<file path="config.mk">
export PLATFORM = sky130hd
export DESIGN_NAME = stream_join_fork_buffer
export DESIGN_NICKNAME = d
export VERILOG_FILES = /design/src/rtl/stream_join_fork_buffer.sv
export SDC_FILE = /design/constraint.sdc
export NUM_CORES = 1
export LEC_CHECK = 0
export BUFFER_PORTS_ARGS = -buffer_cell sky130_fd_sc_hd__buf_4
export CAP_MARGIN = 10
export CORE_UTILIZATION = 35
export DETAILED_ROUTE_END_ITERATION = 10
export PLACE_DENSITY = 0.62
export SYNTH_ARGS = -nofsm -noshare
export SYNTH_HDL_FRONTEND = slang
export SYNTH_SLANG_ARGS = --single-unit
</file>
<file path="constraint.sdc">
create_clock -name clk -period 3.4 [get_ports clk]
set_input_delay 0 -clock clk [delete_from_list [all_inputs] [get_ports clk]]
set_output_delay 0 -clock clk [all_outputs]
set_load 0.01 [all_outputs]
</file>
<file path="src/rtl/stream_join_fork_buffer.sv">
// Joins NIN valid/ready streams into one lane-aligned FIFO entry and eagerly forks the head to NOUT consumers.
// Latency: push in cycle t is visible on out_data/ovalid in t+1; TYTRA_BUF_BYPASS_EN adds a zero-latency path when empty.
// Backpressure: iready drops only on a full buffer, so it never depends on ivalid or oready; each consumer stalls independently.
module stream_join_fork_buffer #(
    parameter int STREAMW = 34,
    parameter int NIN     = 2,
    parameter int NOUT    = 2,
    parameter int DEPTH   = 4
) (
    input  logic                         clk,
    input  logic                         rst,
    input  logic [NIN-1:0]               ivalid,
    output logic                         iready,
    input  logic [NIN*STREAMW-1:0]       in_data,
    output logic [NOUT-1:0]              ovalid,
    input  logic [NOUT-1:0]              oready,
    output logic [NIN*STREAMW-1:0]       out_data,
    output logic [$clog2(DEPTH+1)-1:0]   count
);
    localparam int W  = NIN * STREAMW;
    localparam int CW = $clog2(DEPTH + 1);
    localparam int PW = $clog2(DEPTH);

    logic [W-1:0]    mem [DEPTH];
    logic [PW-1:0]   wr_ptr;
    logic [PW-1:0]   rd_ptr;
    logic [PW-1:0]   last_ptr;
    logic [NOUT-1:0] served;
    logic [NOUT-1:0] take;
    logic [NOUT-1:0] served_all;
    logic            join_valid;
    logic            push_req;
    logic            bypass;
    logic            has_head;
    logic            all_done;
    logic            pop;
    logic            wr_en;

    function automatic logic [PW-1:0] ptr_inc(input logic [PW-1:0] p);
        return (p == PW'(DEPTH - 1)) ? '0 : p + PW'(1);
    endfunction

    assign join_valid = &ivalid;
    assign iready     = rst & (count != CW'(DEPTH));
    assign push_req   = join_valid & iready;

`ifdef TYTRA_BUF_BYPASS_EN
    assign bypass = (count == '0) & push_req;
`else
    assign bypass = 1'b0;
`endif

    assign has_head   = (count != '0) | bypass;
    assign ovalid     = {NOUT{has_head}} & ~served;
    assign take       = ovalid & oready;
    assign served_all = served | take;
    assign all_done   = has_head & (&served_all);
    assign pop        = all_done & (count != '0);
    // A bypassed entry that every consumer took is never stored.
    assign wr_en      = push_req & ~(bypass & all_done);

    // When empty, keep presenting the most recently popped head.
    always_comb begin
        out_data = (count != '0) ? mem[rd_ptr] : mem[last_ptr];
`ifdef TYTRA_BUF_BYPASS_EN
        if (bypass) begin
            out_data = in_data;
        end
`endif
    end

    always_ff @(posedge clk or negedge rst) begin
        if (!rst) begin
            wr_ptr   <= '0;
            rd_ptr   <= '0;
            last_ptr <= '0;
            count    <= '0;
            served   <= '0;
        end else begin
            if (wr_en) begin
                wr_ptr <= ptr_inc(wr_ptr);
            end
            if (pop) begin
                rd_ptr   <= ptr_inc(rd_ptr);
                last_ptr <= rd_ptr;
            end
            served <= all_done ? '0 : served_all;
            case ({wr_en, pop})
                2'b10:   count <= count + CW'(1);
                2'b01:   count <= count - CW'(1);
                default: count <= count;
            endcase
        end
    end

    always_ff @(posedge clk) begin
        if (wr_en) begin
            mem[wr_ptr] <= in_data;
        end
    end
endmodule

</file>
**After elaboration in Yosys (flattened, before gate mapping)**

Memory sizes are Yosys's and may differ from the RTL's.
Cells that the tools add are included.

- Multiplexer cells: 7
- Reductions and logical operators: 4
- Equality and inequality tests: 5
- Bitwise operators: 8
- Add/sub/neg operators: 4

Operators with widths:

| operator | number |
|---|---|
| 68-bit 2-to-1 mux | 1 |
| 2-bit == test (second input constant) | 3 |
| 2-bit 2-to-1 mux | 3 |
| 3-bit one-hot mux with 2 select lines | 1 |
| 2-bit by 1-bit adder with 2-bit output (second input constant) | 2 |
| 1-bit bitwise AND | 4 |
| 2-bit bitwise AND | 2 |
| 2-bit AND reduction | 2 |
| 3-bit by 1-bit adder with 3-bit output (second input constant) | 1 |
| 3-bit != test (second input constant) | 1 |
| 3-bit nonzero test | 1 |
| 3-bit by 1-bit subtractor with 3-bit output (second input constant) | 1 |
| 2-bit by 1-bit == test with 1-bit output (second input constant) | 1 |
| 1-bit 2-to-1 mux | 2 |
| 2-bit NOT | 1 |
| 2-bit OR | 1 |
| 2-bit nonzero test | 1 |

- Word-level logic and storage cells: 34
- Bits in registers: 11
- Memories: 1
- Output and inout port bits: 74
- Bits in writable memories: 272
- Input bits: 74

Memory list:

| memory | depth | width | read ports | clocked after memory_dff | wr ports | RTL line | RTL |
|---|---|---|---|---|---|---|---|
| mem | 4 | 68 | 2 | 0 | 1 | 24 | `logic [W-1:0] mem [DEPTH];` |

**Logic depth before layout (Yosys ltp)**

- Word-level depth: 9
- Depth in mapped cells: 9
- Mapped depth without buffers: 9

**Worst setup path after synthesis**

OpenSTA, ideal clock, no wires.

- Path kind: reg2reg
- From: register count[0]
- To: memory mem[1][0] in the netlist's numbering, enable pin
- Arrival: 2611 ps
- Cell stages (with the launch flop): 4
- Path buffers: 0
- Clock period less this slack: 3044 ps
- Data required time: 2967 ps
- Slack: 356 ps
- Library setup time: 433 ps
- Path through: dfrtp_1 > nor2_1 > a211oi_2 > and2_1

- Longest elaborated chain between the ends: 5

RTL lines:

| element | RTL line | RTL |
|---|---|---|
| start, declared | 18 | `output logic [$clog2(DEPTH+1)-1:0] count` |
| start signal, assigned | 89 | `2'b10: count <= count + CW'(1);` |
| start signal, assigned | 90 | `2'b01: count <= count - CW'(1);` |
| start signal, assigned | 91 | `default: count <= count;` |
| 3-bit != test | 44 | `assign iready = rst & (count != CW'(DEPTH));` |
| 1-bit bitwise AND | 44 |  |
| 1-bit bitwise AND | 45 | `assign push_req = join_valid & iready;` |
| 1-bit 2-to-1 mux | 97 | `if (wr_en) begin` |
| 1-bit 2-to-1 mux (not written as such) | 98 | `mem[wr_ptr] <= in_data;` |
| end, declared | 24 |  |

Every way passes these cells.

**Final worst setup path**

- From: register count[2]
- To: output port out_data[40]

- Longest elaborated chain between the ends: 2

RTL lines:

| element | RTL line | RTL |
|---|---|---|
| 3-bit nonzero test | 64 | `out_data = (count != '0) ? mem[rd_ptr] : mem[last_ptr];` |
| 68-bit 2-to-1 mux | 64 |  |
| end, declared | 17 | `output logic [NIN*STREAMW-1:0] out_data,` |

Every way passes these cells.

==> flow_summary.ini <==
[min_path]
worstHoldPathType = input port to flip-flop
min_from = in_data[43]

[timing]
fmax_mhz = 372
fin_crit_sh_pct = 79.0
setup-violations-final = 0
slew_viol_final = 0
worstMarginPinSlew_ps = 989
slew_headroom_pct = 34.0
hold_viol = 0
period_needed_ps = 2690
rsz0062_at_grt = no
fin_skew_ps = 18.8
final.setup.tns_ps = 0

[clock_network]
clkTransAtPathRegs_ps = 60
cts_buffer_depth = 3
numCtsBuffers = 30
clock_sinks = 283
cts_setup_buffers = 0
cts_root_buffer = clkbuf_16
cts_tree = done
cts.htree.levels = 1
clk_latency_ps = 550

[final_layout]
layout_common_cells = 272 x edfxtp_1, 205 x nand2_1, 156 x buf_4
area_growth_pct = 26.5
fin_nets = 1023
drive_gt1_share_pct = 36.7
fin_area_um2 = 16300
antenna_cells = 0
layout_commonest_cell = edfxtp_1

[synth]
syn_inst = 718
yosysTopAreaCell = edfxtp_1
synth_top_area_share_pct = 63.3
synth_top_family_by_area = multiplexers
synth_edf_count = 272
ys.flop_type = edfxtp_1
syn-cell-area_um2 = 12900
synth_nets = 799
synth_xor_area_share_pct = 0.204
yosysUniqueCellTypes = 24
ys_seq_area_share_pct = 65.5
synth_seq_cells = 283
async_flop_share_pct = 3.89
yosys.area_share.simple_pct = 6.81
ys_warn_count = 0
synthMuxAreaShare_pct = 24.4
syn-mean-instance-area_um2 = 18.0
synthAdderAreaFrac_pct = 0.737
synth-compound-area-share_pct = 0.213
yosys-top-cells-area = edfxtp_1 63%, mux4_2 24%, nand2_1 6.0%

[power_and_ir_drop]
switching_share_pct = 32.1
power.leakage_nw = 5.82
p_comb_share_pct = 40.1
p_switching_w = 0.00424
internal-power_w = 0.00896
p_per_area_nw_per_um2 = 809
seq_power_share_pct = 35.1
peakVddDrop_v = 0.000447
pwr-share-clk_pct = 24.8

[worst_setup_path]
crit_required_ps = 3400
max_stage_delay_ps = 530
path_max_fanout = 38
end_kind = primary output
cp.arrival_ps = 2690
crit_start = count[2]$_DFFE_PN0P_
critPathTopFamily = buffers and inverters
slowest_stage = buf_4
ff2ff_setup_slack_ps = 840
worstSetupPathType = flip-flop to primary output
reg2reg_from = count[2]$_DFFE_PN0P_
critPathLaunchType = flip-flop
worst-path-buf-inv = 3
path_common_cell = buf_4
cp_cell_sequence = nor3_4, buf_4, buf_4, nand2_1, nand2_1, buf_4

[place]
placement.io_buffers = 147
gp_congestion = 0.709
dp_hpwl_mm = 17.3
place_area_um2 = 14600

[floorplanning]
boundaryPins = 148
dieArea_um2 = 37600
num_rows = 69
fp.dieW_um = 194
die_h_um = 194
core_area_um2 = 35900
initial_core_util_pct = 35.9

[drt]
final_antenna_net_count = 0
drc = 0
num_vias = 7213
drt-initial-drc-count = 451
wl_mm = 28.8
first_pass_iters = 4
wire_per_inst_um = 20.2
via_per_inst = 5.07

[global_route]
grt_max_degree = 71
grt_pass1_vias = 7573
grt_use_total_pct = 15.4
overflow = 0
antenna_found_initial = 0
grt_pass1_wl_mm = 44.4

[status]
outcome = completed

[run]
drv_cap = 0
## through the flow
stage | hold slack (ps) | power [W] | setup WS, ps | cells | utilization, %
floorplan | -296 | 0.00801 | 356 | 718 | -
global placement | -148 | 0.0100 | 1170 | 1296 | 40.6
detailed placement | -147 | 0.0101 | 1100 | 1296 | 40.6
CTS | 160 | 0.0134 | 652 | 1424 | 45.4
global route | 177 | 0.0139 | 501 | 1424 | 45.4
finish | 189 | 0.0132 | 713 | 1424 | 45.4
## Yosys cell counts, types with 2 or more instances
cell type,instances
buf_12,2
and2_1,4
a21oi_1,3
nor3_4,2
xor2_1,2
nand2_1,205
buf_2,13
mux4_2,136
dfrtp_1,11
edfxtp_1,272
mux2_1,4
inv_1,7
ha_1,6
mux2_2,2
clkbuf_1,23
buf_4,7
nor2_1,12
## flip-flops by register name, summed over array words and instances, names as in the netlist
name,flops
served,2
last_ptr,2
mem,272
rd_ptr,2
wr_ptr,2
count,3
## final cells by class
| class | instances | area [µm²] |
|---|---|---|
| clock inverters | 19 | 206 |
| flip-flops and latches | 283 | 8460 |
| multi-input cells | 381 | 4180 |
| inverters | 7 | 26.3 |
| fillers | 3117 | 19600 |
| repair buffers | 239 | 2080 |
| well taps | 461 | 577 |
| clock buffers | 34 | 787 |
## final timing paths
path	end	cells after the start
max in group asynchronous	last_ptr[0]$_DFFE_PN0P_	3
hold reg to reg	served[1]$_DFF_PN0_	2
setup reg to reg	served[0]$_DFF_PN0_	6
min in group asynchronous	served[0]$_DFF_PN0_	3
setup / recovery	out_data[40]	6
hold / removal	mem[1][43]$_DFFE_PP_	2
## power groups by stage
stage | combinational (W) | sequential (W) | clock [W]
2_1_floorplan | 0.00373 | 0.00428 | 0
3_3_place_gp | 0.00530 | 0.00471 | 0
3_5_place_dp | 0.00534 | 0.00473 | 0
4_1_cts | 0.00543 | 0.00465 | 0.00336
5_1_grt | 0.00576 | 0.00471 | 0.00348
6_report | 0.00530 | 0.00463 | 0.00327
## per-layer routing
layer	global-route usage, %	up-vias	wire, µm
met3	2.87	36	1740
met4	3.17	0	509
met5	0	-	0
met1	20.3	3665	12200
met2	26.7	217	14300
li1	-	3295	-
## repair_timing
item,CTS,global route
setup endpoints to repair,0,0
hold endpoints to repair,287,0
hold buffers,75,0
resized for setup,0,0
## kinds of logic after synthesis
| family | after synthesis |
|---|---|
| AOI/OAI and AO/OA | 4 |
| xor gates and xnor gates | 3 |
| adders and majority gates | 7 |
| buffers and inverters | 54 |
| DFF | 283 |
| muxes | 143 |
| and+or+nand+nor | 224 |
No activity file was read; power rests on OpenSTA's default activity.
